===== src/rtl/req_arbiter3.sv =====
// Three-way fixed-priority request arbiter (a > b > c). Grants are not preemptive and are
// limited to HOLD_MAX cycles; a requester cut off by timeout is skipped once if others wait.
module req_arbiter3 #(
    parameter int unsigned HOLD_MAX = 15  // legal range 2..255
) (
    input  logic       clk_i,
    input  logic       rst_ni,
    input  logic       req_a_i,
    input  logic       req_b_i,
    input  logic       req_c_i,
    input  logic       done_i,
    output logic       gnt_a_o,
    output logic       gnt_b_o,
    output logic       gnt_c_o,
    output logic [1:0] grant_code_o,
    output logic       busy_o,
    output logic       timeout_o
);

    typedef enum logic [1:0] {
        StIdle,
        StGrant,
        StRelease
    } state_e;

    localparam logic [7:0] HoldLast = 8'(HOLD_MAX - 1);

    state_e     state_q, state_d;
    logic [2:0] gnt_q, gnt_d;    // one-hot {a, b, c}
    logic [2:0] mask_q, mask_d;  // requester excluded from the next contested arbitration
    logic [7:0] hold_cnt_q, hold_cnt_d;
    logic       timeout_q, timeout_d;

    logic [2:0] req;
    logic [2:0] req_unmasked;
    logic [2:0] req_eff;
    logic [2:0] winner;
    logic       grantee_req;

    assign req          = {req_a_i, req_b_i, req_c_i};
    assign req_unmasked = req & ~mask_q;
    // The mask only bites when someone else is asking; a lone masked requester still wins.
    assign req_eff      = (req_unmasked != 3'b000) ? req_unmasked : req;
    assign grantee_req  = |(req & gnt_q);

    always_comb begin
        winner = 3'b000;
        if (req_eff[2]) begin
            winner = 3'b100;
        end else if (req_eff[1]) begin
            winner = 3'b010;
        end else if (req_eff[0]) begin
            winner = 3'b001;
        end
    end

    always_comb begin
        state_d    = state_q;
        gnt_d      = gnt_q;
        mask_d     = mask_q;
        hold_cnt_d = hold_cnt_q;
        timeout_d  = 1'b0;
        unique case (state_q)
            StIdle: begin
                if (req != 3'b000) begin
                    state_d    = StGrant;
                    gnt_d      = winner;
                    mask_d     = 3'b000;
                    hold_cnt_d = 8'd0;
                end
            end
            StGrant: begin
                // A normal release takes precedence over a coincident timeout.
                if (done_i || !grantee_req) begin
                    state_d    = StRelease;
                    gnt_d      = 3'b000;
                    hold_cnt_d = 8'd0;
                end else if (hold_cnt_q == HoldLast) begin
                    state_d    = StRelease;
                    gnt_d      = 3'b000;
                    mask_d     = gnt_q;
                    hold_cnt_d = 8'd0;
                    timeout_d  = 1'b1;
                end else begin
                    hold_cnt_d = hold_cnt_q + 8'd1;
                end
            end
            StRelease: begin
                state_d = StIdle;
            end
            default: begin
                state_d    = StIdle;
                gnt_d      = 3'b000;
                hold_cnt_d = 8'd0;
            end
        endcase
    end

    always_ff @(posedge clk_i or negedge rst_ni) begin
        if (!rst_ni) begin
            state_q    <= StIdle;
            gnt_q      <= 3'b000;
            mask_q     <= 3'b000;
            hold_cnt_q <= 8'd0;
            timeout_q  <= 1'b0;
        end else begin
            state_q    <= state_d;
            gnt_q      <= gnt_d;
            mask_q     <= mask_d;
            hold_cnt_q <= hold_cnt_d;
            timeout_q  <= timeout_d;
        end
    end

    // Code is decoded from the grant flops so the two can never disagree.
    always_comb begin
        grant_code_o = 2'b00;
        unique case (gnt_q)
            3'b100:  grant_code_o = 2'b11;
            3'b010:  grant_code_o = 2'b10;
            3'b001:  grant_code_o = 2'b01;
            default: grant_code_o = 2'b00;
        endcase
    end

    assign gnt_a_o   = gnt_q[2];
    assign gnt_b_o   = gnt_q[1];
    assign gnt_c_o   = gnt_q[0];
    assign busy_o    = (state_q == StGrant);
    // Registered pulse, high during the release cycle that follows a forced end.
    assign timeout_o = timeout_q;

endmodule


===== config.mk =====
export PLATFORM = sky130hd
export DESIGN_NAME = req_arbiter3
export DESIGN_NICKNAME = d
export VERILOG_FILES = /design/src/rtl/req_arbiter3.sv
export SDC_FILE = /design/constraint.sdc
export NUM_CORES = 1
export LEC_CHECK = 0
export BUFFER_PORTS_ARGS = -buffer_cell sky130_fd_sc_hd__buf_2
export CAP_MARGIN = 20
export CORE_UTILIZATION = 35
export DETAILED_ROUTE_END_ITERATION = 12
export PLACE_DENSITY = 0.58
export SYNTH_ARGS = -nofsm -noshare
export SYNTH_HDL_FRONTEND = slang
export SYNTH_SLANG_ARGS = --single-unit

===== constraint.sdc =====
create_clock -name clk_i -period 2.3 [get_ports clk_i]
set_input_delay 0.69 -clock clk_i [delete_from_list [all_inputs] [get_ports clk_i]]
set_output_delay 0.69 -clock clk_i [all_outputs]
set_load 0.02 [all_outputs]

==> impl_metrics.env <==
export IMPL_drv_slew=0
export IMPL_syn_inst=102
export IMPL_avgSynthCellArea_um2=9.85
export IMPL_area_growth_syn_to_layout_pct=9.59
export IMPL_synth_largest_area_cell="dfrtp_1"
export IMPL_worstPathRequired_ns=1.61
export IMPL_worstPathArrival_ns=1.17
export IMPL_dr_pass1_iters=4
export IMPL_synth_xor_area_share_pct=1.74
export IMPL_antenna_cells=0
export IMPL_syn_area_um2=1000
export IMPL_min_period_ns=1.86
export IMPL_synth_nets=110
export IMPL_num_rows=19
export IMPL_dieWidth_um=55.6
export IMPL_async_reset_ff_share_pct=100
export IMPL_ant_nets=0
export IMPL_p_leak_nw=0.481
export IMPL_synth_edf_count=0
export IMPL_setup_viol=0
export IMPL_port_buffers=12
export IMPL_final_util_pct=40.3
export IMPL_synth_top_family_by_area="compound AO/OA/AOI/OAI gates"
export IMPL_dieArea_um2=3090
export IMPL_yosys_area_share_simple_pct=22.8
export IMPL_cts_sinks=17
export IMPL_start_util_pct=36.8
export IMPL_muxShareOfSynthArea_pct=0
export IMPL_status="complete, no violations"
export IMPL_crit_type="flop to output port"
export IMPL_wl_um=2160
export IMPL_die_y_um=55.6
export IMPL_core_um2=2730
export IMPL_synthAdderAreaFrac_pct=2.49
export IMPL_max_freq_mhz=537
export IMPL_grt_pass1_vias=742
export IMPL_grt_use_total_pct=15.7
export IMPL_r2r_start="hold_cnt_q[0]"
export IMPL_synth_cell_type_count=40
export IMPL_layout_drive_gt1_share_pct=26.3
export IMPL_finalNetCount=123
export IMPL_cts_buffers=3
export IMPL_grt_pass1_wl_um=3700
export IMPL_slew_headroom_pct=66.1
export IMPL_synth_compound_area_share_pct=26.3
export IMPL_power_density_nw_per_um2=850
export IMPL_cap_violations=0
export IMPL_ys_seq_elements=17
export IMPL_ctsLongestPathBuffers=2
export IMPL_post_cts_resized=0
export IMPL_skew_ns=0.00596
export IMPL_drt_iter0_drc=33
export IMPL_clkTransAtPathRegs_ns=0.10
export IMPL_tightestPinTransition_ns=0.505
export IMPL_cts_hold_buf=0
export IMPL_grt_max_degree=18
export IMPL_cts_max_level=1
export IMPL_crit_start="gnt_q[1]"
export IMPL_pin_count=13
export IMPL_clk_insertion_delay_late_ns=0.29
export IMPL_grt_overflow=0
export IMPL_cts_root_buf="clkbuf_4"
export IMPL_hold_viol=0
export IMPL_period_share_pct=81.0
export IMPL_synth_ff_type="dfrtp_1"
export IMPL_drcViolationCount=0
export IMPL_endpoint="grant_code_o[1]"
export IMPL_ys_warn_count=0
export IMPL_ir_worst_vdd_v=0.000614
export IMPL_synth_top_area_share_pct=42.3
export IMPL_dp_hpwl_um=1570
export IMPL_hold_class="input pin to async pin"
export IMPL_rrSetupSlack_ns=0.49
export IMPL_r2r_end="mask_q[1]"
export IMPL_critical_path_max_fanout=6
export IMPL_reg2reg_depth=6
export IMPL_drt_vias_per_instance=5.68
export IMPL_cts_tree="yes"
export IMPL_rsz0062_at_grt="no"
export IMPL_yosysSeqAreaShare_pct=42.3
export IMPL_gp_congestion=0.795
export IMPL_synthTopCellsByArea="dfrtp_1, nand2_1, o211ai_1, a311oi_4, ha_1"
export IMPL_start_kind="flop"
export IMPL_post_drt_wl_per_cell_um=14.9
export IMPL_fin_tns_setup_ns=0
export IMPL_antenna_found_initial=0
export IMPL_endpoint_kind="output port"
export IMPL_cts_setup_buffers=0
export IMPL_vias=824
[worst max-delay path, cell delays in order (launching register included)]
cell and delay, ns:
dfrtp_1 0.48, xnor2_1 0.16, nor2_1 0.08, buf_2 0.16
[worst min path at each step]
stage	slack [ns]	cells after the start	end
floorplan	0.39	0	gnt_q[0]
global placement	0.53	1	hold_cnt_q[7]
detailed placement	0.52	1	hold_cnt_q[6]
CTS	0.32	1	timeout_o
global route	0.32	1	gnt_q[1]
finish	0.31	1	gnt_q[0]
[power breakdown]
group / switching [mW] / total, mW / internal, mW / leakage, nW
Sequential: 0.0589 / 0.394 / 0.335 / 0.232
Combinational: 0.239 / 0.380 / 0.140 / 0.233
Clock: 0.0945 / 0.162 / 0.0675 / 0.0150
Total: 0.393 / 0.935 / 0.543 / 0.481
[state kept, by name (all words and copies together) (netlist names)]
register and cells:
gnt_q 3, hold_cnt_q 8, mask_q 3, state_q 2
timeout_o 1
[cells in the mapped netlist, types with 2 or more instances]
master / count
buf_4: 2
nand2_1: 13
and3_1: 2
nand3_1: 4
nand2_2: 3
nand2b_1: 3
o21ai_1: 3
inv_1: 4
o31ai_1: 2
a41oi_1: 2
xnor2_1: 2
a21o_2: 2
nor2b_1: 2
ha_1: 2
a21oi_1: 3
nor2_1: 4
a22o_1: 2
dfrtp_1: 17
o21ai_0: 4
a31oi_1: 2
o211ai_1: 4
o2bb2ai_1: 2
[placed cells by master (no fill, tap or decap), drive strengths merged]
master   Yosys  routed
a21o         2       2
a21oi        3       3
a22o         2       2
a22oi        1       1
a311o        1       1
a311oi       1       1
a31oi        2       2
a32o         1       1
a41oi        2       2
and3         3       3
buf          3      12
clkbuf       0       4
dfrtp       17      17
ha           2       2
inv          4       4
nand2       17      17
nand2b       4       4
nand3        4       4
nand4b       1       1
nor2         4       4
nor2b        2       2
nor3         1       1
nor4         1       1
o211ai       4       4
o21ai        8       8
o2bb2a       1       1
o2bb2ai      2       2
o31ai        3       3
or2b         1       1
or3          1       1
or4          1       1
xnor2        2       2
[metrics by stage]
stage               instances  total power [mW]  instance area, µm²  worst slack (ns)  hold slack [ns]
CTS                       145             0.945                1100             0.432            0.323
finish                    145             0.935                1100             0.437            0.311
global placement          141             0.774                1070             0.359            0.526
detailed placement        141             0.783                1070             0.302            0.523
global route              145              1.00                1100             0.328            0.324
floorplan                 102             0.662                1000             0.534            0.394
[logic make-up (layout without fill, tap and decap cells)]
kind of cell / after synthesis / count (layout)
AND/OR/NAND/NOR: 40 / 40
AO/OA/AOI/OAI: 33 / 33
flip-flops: 17 / 17
buffers and inverters: 8 / 20
adder cells (fa/ha/maj): 2 / 2
XOR/XNOR: 2 / 2
[layer usage]
layer / global-route usage [%] / up-vias / routed length [µm]
met3: 3.02 / 4 / 89
met1: 23.0 / 398 / 1050
li1: - / 402 / -
met5: 0 / - / 0
met2: 22.0 / 20 / 977
met4: 7.50 / 0 / 40
[final cells by class]
type | count | area (µm²)
Multi-Input combinational cell | 77 | 536
Tap cell | 31 | 38.8
Fill cell | 272 | 1630
Timing Repair Buffer | 12 | 60.1
Clock buffer | 4 | 26.3
Inverter | 4 | 15.0
Sequential cell | 17 | 425
No activity file was read; power rests on OpenSTA's default activity.
